[src/rtl/ee354_ssd_decoder.sv]
// ee354_ssd_decoder: receive-side monitor for a multiplexed, active-low
// seven-segment interface. It waits for each scanned digit to hold steady,
// decodes the cathode pattern back to a hex digit, and rebuilds the
// displayed decimal value once all four positions of a frame are captured.
module ee354_ssd_decoder #(
    parameter int N_STABLE = 4
) (
    input  logic        Clk,
    input  logic        Reset,
    input  logic [3:0]  An,
    input  logic [7:0]  Cath,
    output logic [3:0]  Digit3,
    output logic [3:0]  Digit2,
    output logic [3:0]  Digit1,
    output logic [3:0]  Digit0,
    output logic [13:0] Value,
    output logic        Frame_Valid,
    output logic        Bcd_Err,
    output logic        Seg_Err,
    output logic        Anode_Err,
    output logic        Err_Sticky
);

    localparam int CW = $clog2(N_STABLE + 1);
    localparam logic [CW-1:0] CNT_MAX = CW'(N_STABLE);

    // Map a Ca..Cg pattern to {hit, hex}; hit=0 for anything not in the table.
    function automatic logic [4:0] seg_decode(input logic [6:0] seg);
        case (seg)
            7'b0000001: seg_decode = 5'b1_0000;
            7'b1001111: seg_decode = 5'b1_0001;
            7'b0010010: seg_decode = 5'b1_0010;
            7'b0000110: seg_decode = 5'b1_0011;
            7'b1001100: seg_decode = 5'b1_0100;
            7'b0100100: seg_decode = 5'b1_0101;
            7'b0100000: seg_decode = 5'b1_0110;
            7'b0001111: seg_decode = 5'b1_0111;
            7'b0000000: seg_decode = 5'b1_1000;
            7'b0000100: seg_decode = 5'b1_1001;
            7'b0001000: seg_decode = 5'b1_1010;
            7'b1100000: seg_decode = 5'b1_1011;
            7'b0110001: seg_decode = 5'b1_1100;
            7'b1000010: seg_decode = 5'b1_1101;
            7'b0110000: seg_decode = 5'b1_1110;
            7'b0111000: seg_decode = 5'b1_1111;
            default:    seg_decode = 5'b0_0000;
        endcase
    endfunction

    logic [11:0]   r_prev;
    logic [CW-1:0] r_cnt;
    logic          r_dwell_done;
    logic [3:0]    r_mask;
    logic [3:0]    r_digit3, r_digit2, r_digit1, r_digit0;
    logic [13:0]   r_value;
    logic          r_frame_valid, r_bcd_err, r_seg_err, r_anode_err, r_err_sticky;

    logic [11:0]   w_cur;
    logic          w_same;
    logic          w_sample;
    logic [3:0]    w_an_low;
    logic          w_one_low;
    logic          w_blank;
    logic [4:0]    w_dec;
    logic [3:0]    w_cap_bit;
    logic          w_seg_err;
    logic          w_anode_err;
    logic          w_complete;
    logic          w_all_bcd;
    logic [13:0]   w_value;

    assign w_cur     = {An, Cath};
    assign w_same    = (w_cur == r_prev);
    // One sample per dwell: the counter has saturated and this dwell has not fired yet.
    assign w_sample  = w_same && (r_cnt == CNT_MAX) && !r_dwell_done;
    assign w_an_low  = ~An;
    assign w_blank   = (An == 4'b1111);
    assign w_one_low = !w_blank && ((w_an_low & (w_an_low - 4'd1)) == 4'd0);
    assign w_dec     = seg_decode(Cath[7:1]);

    // Completion looks at the mask from before this edge, so a capture landing
    // on the same edge starts the next frame instead of being lost.
    assign w_complete = (r_mask == 4'b1111);
    assign w_all_bcd  = (r_digit3 <= 4'd9) && (r_digit2 <= 4'd9) &&
                        (r_digit1 <= 4'd9) && (r_digit0 <= 4'd9);
    assign w_value    = ({10'd0, r_digit3} * 14'd1000) + ({10'd0, r_digit2} * 14'd100) +
                        ({10'd0, r_digit1} * 14'd10)   +  {10'd0, r_digit0};

    // Classify the sample event into capture / segment error / anode error.
    always_comb begin
        w_cap_bit   = 4'd0;
        w_seg_err   = 1'b0;
        w_anode_err = 1'b0;
        if (w_sample) begin
            if (w_blank) begin
                w_cap_bit = 4'd0;
            end else if (w_one_low) begin
                if (w_dec[4]) begin
                    w_cap_bit = w_an_low;
                end else begin
                    w_seg_err = 1'b1;
                end
            end else begin
                w_anode_err = 1'b1;
            end
        end else begin
            w_cap_bit = 4'd0;
        end
    end

    // Input history and stability counter that gates sampling.
    always_ff @(posedge Clk or posedge Reset) begin
        if (Reset) begin
            r_prev       <= 12'd0;
            r_cnt        <= '0;
            r_dwell_done <= 1'b0;
        end else begin
            r_prev <= w_cur;
            if (!w_same) begin
                r_cnt        <= '0;
                r_dwell_done <= 1'b0;
            end else begin
                if (r_cnt != CNT_MAX) begin
                    r_cnt <= r_cnt + CW'(1);
                end
                if (w_sample) begin
                    r_dwell_done <= 1'b1;
                end
            end
        end
    end

    // Digit capture, frame assembly, value reconstruction and error flags.
    always_ff @(posedge Clk or posedge Reset) begin
        if (Reset) begin
            r_digit3      <= 4'd0;
            r_digit2      <= 4'd0;
            r_digit1      <= 4'd0;
            r_digit0      <= 4'd0;
            r_mask        <= 4'd0;
            r_value       <= 14'd0;
            r_frame_valid <= 1'b0;
            r_bcd_err     <= 1'b0;
            r_seg_err     <= 1'b0;
            r_anode_err   <= 1'b0;
            r_err_sticky  <= 1'b0;
        end else begin
            if (w_cap_bit[3]) r_digit3 <= w_dec[3:0];
            if (w_cap_bit[2]) r_digit2 <= w_dec[3:0];
            if (w_cap_bit[1]) r_digit1 <= w_dec[3:0];
            if (w_cap_bit[0]) r_digit0 <= w_dec[3:0];
            r_mask        <= (w_complete ? 4'd0 : r_mask) | w_cap_bit;
            r_frame_valid <= w_complete;
            r_bcd_err     <= w_complete && !w_all_bcd;
            if (w_complete && w_all_bcd) begin
                r_value <= w_value;
            end
            r_seg_err    <= w_seg_err;
            r_anode_err  <= w_anode_err;
            r_err_sticky <= r_err_sticky | r_seg_err | r_anode_err;
        end
    end

    assign Digit3      = r_digit3;
    assign Digit2      = r_digit2;
    assign Digit1      = r_digit1;
    assign Digit0      = r_digit0;
    assign Value       = r_value;
    assign Frame_Valid = r_frame_valid;
    assign Bcd_Err     = r_bcd_err;
    assign Seg_Err     = r_seg_err;
    assign Anode_Err   = r_anode_err;
    assign Err_Sticky  = r_err_sticky;

endmodule

[config.mk]
export PLATFORM = sky130hd
export DESIGN_NAME = ee354_ssd_decoder
export DESIGN_NICKNAME = d
export VERILOG_FILES = /design/src/rtl/ee354_ssd_decoder.sv
export SDC_FILE = /design/constraint.sdc
export NUM_CORES = 1
export LEC_CHECK = 0
export BUFFER_PORTS_ARGS = -buffer_cell sky130_fd_sc_hd__buf_4
export CORE_UTILIZATION = 55
export CTS_BUF_LIST = sky130_fd_sc_hd__clkbuf_2 sky130_fd_sc_hd__clkbuf_4 sky130_fd_sc_hd__clkbuf_8
export DETAILED_ROUTE_END_ITERATION = 7
export PLACE_DENSITY = 0.73
export RECOVER_POWER = 50
export SYNTH_ARGS = -nofsm -noshare
export SYNTH_HDL_FRONTEND = slang
export SYNTH_SLANG_ARGS = --single-unit
[constraint.sdc]
create_clock -name Clk -period 10.6 [get_ports Clk]
set_input_delay 0 -clock Clk [delete_from_list [all_inputs] [get_ports Clk]]
set_output_delay 0 -clock Clk [all_outputs]
set_load 0.03 [all_outputs]
; ---- Word level (Yosys, flattened, before mapping)
; Cells that the tools add are included.
[word_totals]
word_cells = 83
out_inout_bits = 35
ff_bits = 55
[classes]
magnitude_cmp = 4
addsub = 5
multipliers = 3
muxes = 17
bitwise_logic = 5
reduce_logical = 13
n_eq_ne = 22
[ops]
columns = operator, count
row1 = 5-bit case mux with 16 select lines, 1
row2 = 7-bit by 6-bit equality test with 1-bit output (second input constant), 5
row3 = 7-bit equality test (second input constant), 4
row4 = 4-bit two-way mux, 5
row5 = 4-bit less-or-equal comparator (second input constant), 4
row6 = 14-bit by 11-bit adder with 14-bit output, 1
row7 = 14-bit by 4-bit adder with 14-bit output, 1
row8 = 14-bit by 8-bit adder with 14-bit output, 1
row9 = 7-bit by 3-bit equality test with 1-bit output (second input constant), 2
row10 = 7-bit by 4-bit equality test with 1-bit output (second input constant), 2
row11 = 12-bit equality test, 1
row12 = 4-bit by 7-bit multiplier with 11-bit output (second input constant), 1
row13 = 4-bit by 5-bit multiplier with 9-bit output (second input constant), 1
row14 = 1-bit two-way mux, 9
row15 = 4-bit equality test (second input constant), 2
row16 = 1-bit logical AND, 8
row17 = 7-bit by 1-bit equality test with 1-bit output (second input constant), 1
row18 = 7-bit by 5-bit equality test with 1-bit output (second input constant), 1
row19 = 7-bit zero test, 1
row20 = 4-bit by 3-bit multiplier with 7-bit output (second input constant), 1
row21 = 3-bit two-way mux, 2
row22 = 4-bit AND, 1
row23 = 4-bit zero test, 1
row24 = 2-bit by 1-bit inequality test with 1-bit output (second input constant), 2
row25 = other kinds (8), 11

; ---- Longest topological paths before layout
; Gate-level depths: netlist of run 1.
[logic_depth]
depth_word = 9
depth_mapped = 18
mapped_depth_nobuf = 18

; ---- Worst setup path after synthesis of run 1
; No wires, ideal clock.
[synth_path]
path_type = register to register
start = register r_digit3[2], in the netlist Digit3[2]
end = register r_value[13], in the netlist Value[13]
stages_incl_launch_ff = 16
path_slack_ns = 6.129
synth_period_minus_slack_ns = 4.471
t_arrival_ns = 4.335
t_required_ns = 10.464
n_path_buf = 0
cell_sequence = dfrtp_1 fa_1 fa_1 ha_1 nor2b_1 o21ai_0 nand2b_1 xor2_1 ha_1 ha_1 ha_1 or4_1 o22ai_1 o21ai_0 xnor2_1 o21ai_0
[synth_between]
elab_chain_len = 5
[synth_rtl]
columns = element, line_no
row1 = from (decl), 54  ; logic [3:0] r_digit3, r_digit2, r_digit1, r_digit0;
row2 = from (signal assigned), 148  ; if (w_cap_bit[3]) r_digit3 <= w_dec[3:0];
row3 = "parallel branches: the longest is 5 deep, another holds 14-bit by 11-bit adder with 14-bit output", -
row4 = to (signal assigned), 156  ; r_value <= w_value;
row5 = to (decl), 55  ; logic [13:0] r_value;
; Several ways; the timed one is not identified.
; A chain may end at the register's enable or synchronous reset.

; ---- Worst setup path after layout of run 1
; Ends and elaborated chain as after synthesis.

==> results.yml, run 1 <==
setup_path:
  path_class: "flip-flop to flip-flop"
  crit_path_max_fanout: 9
  worst_r2r_endpoint: "Value[13]$_DFFE_PP0P_"
  cp-start-kind: "flip-flop"
  r2r-start: "Digit3[2]$_DFFE_PP0P_"
  end_kind: "flip-flop"
  cp_slowest_cell: "fa_1"
  cpMostUsedCell: "ha_1"
  worstPathRequired_ns: 10.77
  startpoint: "Digit3[2]$_DFFE_PP0P_"
  r2r_cells: 15
  cp.arrival_ns: 4.82
  slowest_delay_ns: 0.69
  r2r_slack_ns: 5.95
  crit_chain: "fa_1, fa_1, ha_1, nor2b_1, o21ai_0, nand2b_1, xor2_1, ha_1, ha_1, ha_1, or4_1, o22ai_1, o21ai_0, xnor2_1, o21ai_0"
  crit_end: "Value[13]$_DFFE_PP0P_"
logic_synthesis:
  synthArstFlopShare: 1.00
  yosysTopAreaCell: "dfrtp_1"
  ys.flop_type: "dfrtp_1"
  yosysSeqAreaShare: 0.322
  synth.avg_cell_area_um2: 10.7
  synthTopCellsByArea: "dfrtp_1 32%, ha_1 17%, fa_1 8.0%"
  ys_ff_latch: 55
  ys_types: 61
  yosys_warnings: 0
  netlist.area_leader.share: 0.322
  synth_edf_count: 0
  synth_most_common_cell: "ha_1"
  syn-cell-area_mm2: 0.00427
  synth_common_cells: "58 x ha_1, 55 x dfrtp_1, 37 x inv_1"
  synthCells: 398
  syn_nets: 487
floorplanning:
  core_region_area_mm2: 0.00737
  row_count: 31
  ioPinCount: 49
  dieArea_mm2: 0.00813
  start_util: 0.580
  die_y_um: 90.2
  die_width_um: 90.2
pwr:
  pwr_density_cell_mw_per_mm2: 78.1
  p_leak_nw: 2.42
  p_total_mw: 0.372
  vdd_ir_drop_max_mv: 0.0762
  pwr-share-clk: 0.342
  p_int_mw: 0.272
  p_sw_frac: 0.268
  p_switching_mw: 0.0997
  comb_power_share: 0.086
  seqPwrFrac: 0.573
min_path:
  worstHoldPathType: "input pin to flip-flop"
global_routing:
  groute.usage.overall: 0.215
  grt_max_degree: 56
  busiest_layer: "met2"
  grt_overflow_total: 0
  grt_pass1_vias: 2908
  grtUsageMet1: 0.319
  use_met3: 0.0321
  grt_pass1_wl_mm: 14.1
  use_met2: 0.337
  antenna_found_initial: 0
sta:
  tightest_slew_ns: 2.96
  fin_skew_ns: 0.00655
  fin_ws_ns: 5.95
  rsz0062_at_grt: "false"
  holdWs_ns: 0.389
  hold_violations: 0
  fin_crit_ns: 4.65
  maxSlewHeadroom: -0.975
  setup_viol: 0
  fmax_mhz: 215
  setup_tns_ns: 0
  slew_violations: 56
  period_share: 0.439
clocking:
  tritoncts: "built"
  ctsLongestPathBuffers: 2
  htreeDepth: 2
  cts-buffers-inserted: 5
  cts.sink_count: 55
  root_buffer: "clkbuf_8"
  clk_latency_ns: 0.32
  clk_pin_slew_worst_paths_ns: 0.11
  postCtsSetupRepairBufs: 0
detailed_routing:
  drc: 0
  vias: 3042
  drtIter0Drc: 112
  wirelength_mm: 8.28
  routed_via_density: 5.48
  avgRoutedWirePerCell_um: 14.9
  ant_nets: 0
  dr.pass1.iters: 4
placement:
  dp_hpwl_mm: 6.31
  io_buffers: 48
  post_dp_cell_area_mm2: 0.00469
  pre_cts_ws_ns: 5.94
  place_inst: 534
  gp_congestion: 0.770
run:
  cap_violations: 1
layout:
  num_antenna_cells: 0
  final_cell_area_mm2: 0.00477
  nets: 544
  drive_above_1_share: 0.101
  synthToLayoutAreaGrowth_pct: 11.5
  instances_no_fill: 555
  finalCoreUtilization: 0.647
status:
  outcome: "finished with violations"
  failed_checks: "capacitance limit, slew limit"
==> logic make-up after synthesis <==
family / after synthesis / share of synthesized area
compound gates: 74 / 0.135
xor+xnor: 28 / 0.0574
fa+ha+maj: 76 / 0.252
buf+inv: 49 / 0.0512
flops: 55 / 0.322
mux: 22 / 0.0577
simple gates: 94 / 0.125
==> cells in the final DEF, fill, tap and decap left out, drive strengths merged, types with 13 or more instances in the layout <==
cell type	count
nor2	14
xor2	18
dlygate4sd3	13
clkbuf	45
fa	17
inv	38
a21oi	13
o21ai	20
dfrtp	55
ha	58
mux2	21
nand2	28
==> metal layers <==
metal | part of all wire | vias to the layer above | wire (um)
li1 | - | 1500 | -
met1 | 0.49 | 1473 | 4030
met2 | 0.47 | 62 | 3900
met3 | 0.037 | 7 | 303
met4 | 0.0064 | 0 | 53
met5 | 0 | - | 0
==> power groups by stage <==
stage | Sequential [mW] | Combinational [mW] | Clock (mW)
final | 0.213 | 0.0319 | 0.127
after global routing | 0.213 | 0.0355 | 0.140
after CTS | 0.213 | 0.0343 | 0.131
after detailed placement | 0.217 | 0.0304 | 0
after global placement | 0.217 | 0.0294 | 0
after floorplan | 0.217 | 0.0221 | 0
==> repair_timing <==
action / in CTS / in global routing
hold buffers: 13 / 0
hold endpoints to repair: 67 / 0
gates resized for setup: 0 / 0
==> area by class of cell <==
cell class	count	area [um2]
Inverter	37	139
Sequential cell	55	1380
Clock inverter	3	27.5
Clock buffer	5	68.8
Multi-Input combinational cell	294	2680
Timing Repair Buffer	62	352
Tap cell	99	124
Fill cell	654	2600
==> sequential cells by signal, indices dropped and copies added, names as in the netlist, 3 cells and up <==
| name | count |
|---|---|
| r_cnt | 3 |
| r_prev | 12 |
| Value | 14 |
| r_mask | 4 |
| Digit2 | 4 |
| Digit0 | 4 |
| Digit1 | 4 |
| Digit3 | 4 |
==> critical path, delay by kind of cell, from the launching register on <==
family,cells,cell delay (ns)
simple gates,3,0.78
xor+xnor,2,0.28
compound gates,4,0.59
fa+ha+maj,6,2.33
flops,1,0.52
==> worst min-delay path by stage <==
stage | from | to | slack [ns] | cells after the start
2_1_floorplan | Cath[0] | r_prev[0]$_DFF_PP0_ | 0.03 | 0
3_3_place_gp | Cath[0] | r_prev[0]$_DFF_PP0_ | 0.13 | 1
3_5_place_dp | Cath[0] | r_prev[0]$_DFF_PP0_ | 0.13 | 1
4_1_cts | Cath[0] | r_prev[0]$_DFF_PP0_ | 0.36 | 2
5_1_grt | Cath[0] | r_prev[0]$_DFF_PP0_ | 0.37 | 2
6_report | Cath[0] | r_prev[0]$_DFF_PP0_ | 0.39 | 2
Power figures use the tool's default switching activity.
==> run 2, diff against run 1 <==
==> constraint.sdc (replaced) <==
create_clock -name Clk -period 4.5 [get_ports Clk]
set_input_delay 0 -clock Clk [delete_from_list [all_inputs] [get_ports Clk]]
set_output_delay 0 -clock Clk [all_outputs]
set_load 0.03 [all_outputs]
==> run 2 against run 1 <==
Compared with the run above:
- the flow still finishes with violations (capacitance limit, slew limit)
- non-clock buffer count rose by 8
- clock skew rose by 0.0077 ns
- cell count rose by 1.4%
- routed wire length fell by 0.74%
- register-to-register slack got worse by 5.7 ns
- cell area rose by 1.6%
- combinational power rose by 130%
- sequential share of layout area fell by 0.46 points
- maximum frequency rose by 8.2%
- sequential power rose by 140%
- critical endpoint unchanged
==> results.yml, run 2 (synthesis gave the netlist of run 1 again) <==
setup_path:
  crit_path_max_fanout: 3
  path_class: "flip-flop to flip-flop"
  cp.arrival_ns: 4.47
  r2r-start: "Digit3[1]$_DFFE_PP0P_"
  worstPathRequired_ns: 4.67
  startpoint: "Digit3[1]$_DFFE_PP0P_"
  cp-start-kind: "flip-flop"
  end_kind: "flip-flop"
clocking:
  clk_pin_slew_worst_paths_ns: 0.11
  cts-buffers-inserted: 5
  cts.sink_count: 55
  tritoncts: "built"
  htreeDepth: 2
  ctsLongestPathBuffers: 2
  root_buffer: "clkbuf_8"
  clk_latency_ns: 0.33
run:
  cap_violations: 1
sta:
  rsz0062_at_grt: "false"
  tightest_slew_ns: 2.94
  fmax_mhz: 233
  fin_skew_ns: 0.0142
  hold_violations: 0
  fin_crit_ns: 4.30
  fin_ws_ns: 0.202
  maxSlewHeadroom: -0.961
  period_share: 0.955
  slew_violations: 56
  setup_viol: 0
  setup_tns_ns: 0
detailed_routing:
  drtIter0Drc: 101
  vias: 3039
  drc: 0
  ant_nets: 0
  routed_via_density: 5.40
  dr.pass1.iters: 6
  avgRoutedWirePerCell_um: 14.6
  wirelength_mm: 8.22
floorplanning:
  row_count: 31
  die_width_um: 90.2
  core_region_area_mm2: 0.00737
  die_y_um: 90.2
  start_util: 0.580
  dieArea_mm2: 0.00813
  ioPinCount: 49
layout:
  fillers: 640
  instances_no_fill: 563
  layout_commonest_cell: "ha_1"
  largest_reg_flops: 14
  synthToLayoutAreaGrowth_pct: 13.3
  num_antenna_cells: 0
  layout_common_cells: "57 x ha_1, 55 x dfrtp_1, 39 x clkbuf_1"
  finalCoreUtilization: 0.657
  nets: 552
  drive_above_1_share: 0.127
global_routing:
  grt_pass1_vias: 2876
  antenna_found_initial: 0
  grt_max_degree: 56
  grt_overflow_total: 0
  grt_pass1_wl_mm: 13.9
  groute.usage.overall: 0.213
pwr:
  vdd_ir_drop_max_mv: 0.140
  pwr_density_cell_mw_per_mm2: 181
  p_leak_nw: 2.48
min_path:
  hold_start: "Cath[0]"
  worstHoldPathType: "input pin to flip-flop"
placement:
  pre_cts_ws_ns: -0.0143
  io_buffers: 48
  place_inst: 539
  gp_congestion: 0.799
  dp_hpwl_mm: 6.27
status:
  failed_checks: "capacitance limit, slew limit"
  outcome: "finished with violations"
run 2: final cells by class:
cell class              count  area (um2)  share of cell area
multi-input cells         294        2700               0.557
flip-flops and latches     55        1380               0.284
repair buffers             70         412              0.0850
inverters                  37         139              0.0287
well taps                  99         124              0.0256
clock buffers               5        68.8              0.0142
clock inverters             3        27.5             0.00568
run 2: final timing paths:
path	end	slack, ns	cells past startpoint
setup reg to reg	Value[13]$_DFFE_PP0P_	0.20	15
setup / recovery	Value[13]$_DFFE_PP0P_	0.20	15
hold / removal	r_prev[0]$_DFF_PP0_	0.38	2
min in group asynchronous	Value[4]$_DFFE_PP0P_	1.35	4
max in group asynchronous	Digit3[1]$_DFFE_PP0P_	1.48	4
hold reg to reg	Err_Sticky$_DFF_PP0_	0.48	1
run 2: per-stage QoR:
stage	power [mW]	hold WS (ns)	area, um2
final	0.876	0.383	4840
after global routing	0.914	0.391	4840
after CTS	0.893	0.341	4960
after detailed placement	0.583	0.135	4720
after global placement	0.581	0.127	4720
after floorplan	0.563	0.0314	4270
run 2: critical path: stages (launching register included):
cell	delay [ns]
dfrtp_1	0.42
fa_2	0.62
fa_1	0.43
ha_1	0.32
nor2b_2	0.15
o21ai_0	0.15
nand2b_1	0.11
xor2_1	0.15
ha_1	0.30
ha_1	0.29
ha_2	0.20
or4_1	0.53
o22ai_2	0.18
o21ai_1	0.10
xnor2_1	0.14
o21ai_1	0.08
run 2: report_power, final:
part	internal (mW)	switching, mW	leakage, nW
Clock	0.115	0.185	0.0463
Combinational	0.0271	0.0475	1.69
Sequential	0.499	0.00255	0.741
run 2: routing by layer:
metal  vias to the layer above  GRT usage  wire length (um)
li1                       1506          -                 -
met1                      1485      0.309              4110
met2                        42      0.334              3820
met3                         6     0.0355               219
met4                         0     0.0524                73
met5                         -          0                 0
run 2: timing repair:
action	4_1_cts	5_1_grt
gates cloned	0	0
gates resized for setup	1	6
buffers inserted	0	3
hold endpoints to repair	68	0
endpoints found under the setup margin	1	3
pin swaps	0	5
hold buffers	13	0
==> run 3, diff against run 2 <==
--- a/config.mk
+++ b/config.mk
@@ -10,7 +10,7 @@
 export CTS_BUF_LIST = sky130_fd_sc_hd__clkbuf_2 sky130_fd_sc_hd__clkbuf_4 sky130_fd_sc_hd__clkbuf_8
 export DETAILED_ROUTE_END_ITERATION = 7
 export PLACE_DENSITY = 0.73
-export RECOVER_POWER = 50
+export RECOVER_POWER = 100
 export SYNTH_ARGS = -nofsm -noshare
 export SYNTH_HDL_FRONTEND = slang
 export SYNTH_SLANG_ARGS = --single-unit
==> run 3 against run 2 <==
Compared with the run above:
- the run still ends with capacitance limit, slew limit left
- sequential share of layout area up 0.74 points
- cell area down 2.5%
- first-iteration DRC count up 23%
- clock power about the same
- worst setup slack better by 0.0024 ns
- total power down 0.33%
- critical path depth unchanged
- die area unchanged
- register-to-register slack about the same
- maximum frequency about the same
- critical path type unchanged
==> results.yml, run 3 (synthesis gave the netlist of run 1 again) <==
status:
  outcome: "finished with violations"
  failed_checks: "capacitance limit, slew limit"
sta:
  slew_violations: 62
  setup_tns_ns: 0
  rsz0062_at_grt: "false"
  period_share: 0.954
  setup_viol: 0
  holdWs_ns: 0.389
  fmax_mhz: 233
  fin_crit_ns: 4.30
  maxSlewHeadroom: -0.982
  fin_skew_ns: 0.0159
  hold_violations: 0
  fin_ws_ns: 0.205
  tightest_slew_ns: 2.97
min_path:
  worstHoldPathType: "input pin to flip-flop"
layout:
  layout_common_cells: "57 x ha_1, 55 x dfrtp_1, 46 x clkbuf_1"
  layout_commonest_cell: "ha_1"
  multi_input_area_mm2: 0.00260
  final_cell_area_mm2: 0.00472
  drive_above_1_share: 0.0970
  num_antenna_cells: 0
  synthToLayoutAreaGrowth_pct: 10.4
  finalCoreUtilization: 0.640
  nets: 552
  register_area_mm2: 0.00138
  fillers: 659
  instances_no_fill: 563
  largest_reg_flops: 14
placement:
  io_buffers: 48
  dp_hpwl_mm: 6.27
  post_dp_cell_area_mm2: 0.00472
  gp_congestion: 0.799
  pre_cts_ws_ns: -0.0143
  place_inst: 539
floorplanning:
  ioPinCount: 49
  core_region_area_mm2: 0.00737
  die_width_um: 90.2
  dieArea_mm2: 0.00813
  die_y_um: 90.2
  row_count: 31
  start_util: 0.580
setup_path:
  cpLargestDelayFamily: "adder cells"
  cp_slowest_cell: "fa_2"
  slowest_delay_ns: 0.62
  crit_chain: "fa_2, fa_1, ha_1, nor2b_2, o21ai_0, nand2b_1, xor2_1, ha_1, ha_1, ha_2, or4_1, o22ai_2, o21ai_1, xnor2_1, o21ai_1"
  worstPathRequired_ns: 4.67
  path_class: "flip-flop to flip-flop"
  cpMostUsedCell: "ha_1"
  cp-start-kind: "flip-flop"
  cp.arrival_ns: 4.47
  end_kind: "flip-flop"
  worstPathBufferInverterCount: 0
  crit_path_max_fanout: 3
clocking:
  cts-buffers-inserted: 5
  clk_pin_slew_worst_paths_ns: 0.11
  tritoncts: "built"
  htreeDepth: 2
  ctsLongestPathBuffers: 2
  root_buffer: "clkbuf_8"
  cts.sink_count: 55
  clk_latency_ns: 0.33
global_routing:
  groute.usage.overall: 0.213
  grt_overflow_total: 0
  grt_max_degree: 56
  grt_pass1_vias: 2876
  grt_pass1_wl_mm: 13.9
  antenna_found_initial: 0
pwr:
  vdd_ir_drop_max_mv: 0.140
  comb_power_share: 0.079
  p_total_mw: 0.873
  pwr-share-clk: 0.346
  p_int_mw: 0.641
  seqPwrFrac: 0.575
  p_sw_frac: 0.266
  pwr_density_cell_mw_per_mm2: 185
  p_switching_mw: 0.233
  p_leak_nw: 2.44
run:
  cap_violations: 2
detailed_routing:
  ant_nets: 0
  wirelength_mm: 8.28
  avgRoutedWirePerCell_um: 14.7
  dr.pass1.iters: 5
  routed_via_density: 5.39
  vias: 3036
  drc: 0
  drtIter0Drc: 124
[run 3: path summary, 6_finish.rpt]
path                                        from                    end  slack [ns]  cells after the start
hold / removal                           Cath[0]    r_prev[0]$_DFF_PP0_        0.39                      2
max in group asynchronous                  Reset  Digit3[1]$_DFFE_PP0P_        1.46                      4
setup / recovery           Digit3[1]$_DFFE_PP0P_  Value[13]$_DFFE_PP0P_        0.20                     15
min in group asynchronous                  Reset   Value[4]$_DFFE_PP0P_        1.36                      4
setup reg to reg           Digit3[1]$_DFFE_PP0P_  Value[13]$_DFFE_PP0P_        0.20                     15
hold reg to reg              Anode_Err$_DFF_PP0_   Err_Sticky$_DFF_PP0_        0.48                      1
[run 3: timing repair]
item	in CTS	in global routing
buffers inserted	0	3
setup endpoints to repair	1	3
gates resized for setup	1	6
pin swaps	0	5
hold endpoints to repair	68	0
hold buffers	13	0
[run 3: power by group through the flow]
| stage | Clock, mW | Sequential, mW | Combinational (mW) |
|---|---|---|---|
| 6_report | 0.302 | 0.502 | 0.0688 |
| 4_1_cts | 0.311 | 0.502 | 0.0808 |
| 3_3_place_gp | 0 | 0.511 | 0.0694 |
| 3_5_place_dp | 0 | 0.512 | 0.0715 |
| 2_1_floorplan | 0 | 0.511 | 0.0520 |
| 5_1_grt | 0.327 | 0.503 | 0.0774 |
[run 3: layout make-up]
| class | count | area share |
|---|---|---|
| multi-input cells | 294 | 0.551 |
| well taps | 99 | 0.0262 |
| repair buffers | 70 | 0.0817 |
| flip-flops and latches | 55 | 0.292 |
| inverters | 37 | 0.0294 |
| clock inverters | 3 | 0.00583 |
| clock buffers | 5 | 0.0146 |
[run 3: worst register-to-register path: stages, from the launching register on]
cell      delay, ns
dfrtp_1        0.42
fa_2           0.62
fa_1           0.43
ha_1           0.31
nor2b_2        0.15
o21ai_0        0.15
nand2b_1       0.11
xor2_1         0.15
ha_1           0.30
ha_1           0.29
ha_2           0.20
or4_1          0.53
o22ai_2        0.18
o21ai_1        0.10
xnor2_1        0.14
o21ai_1        0.08
[run 3: routing by layer]
metal,routed length [um],global-route usage,part of all wire,up-vias
li1,-,-,-,1511
met1,4140,0.309,0.50,1467
met2,3830,0.334,0.46,55
met3,272,0.0355,0.033,3
met4,32,0.0524,0.0039,0
met5,0,0,0,-
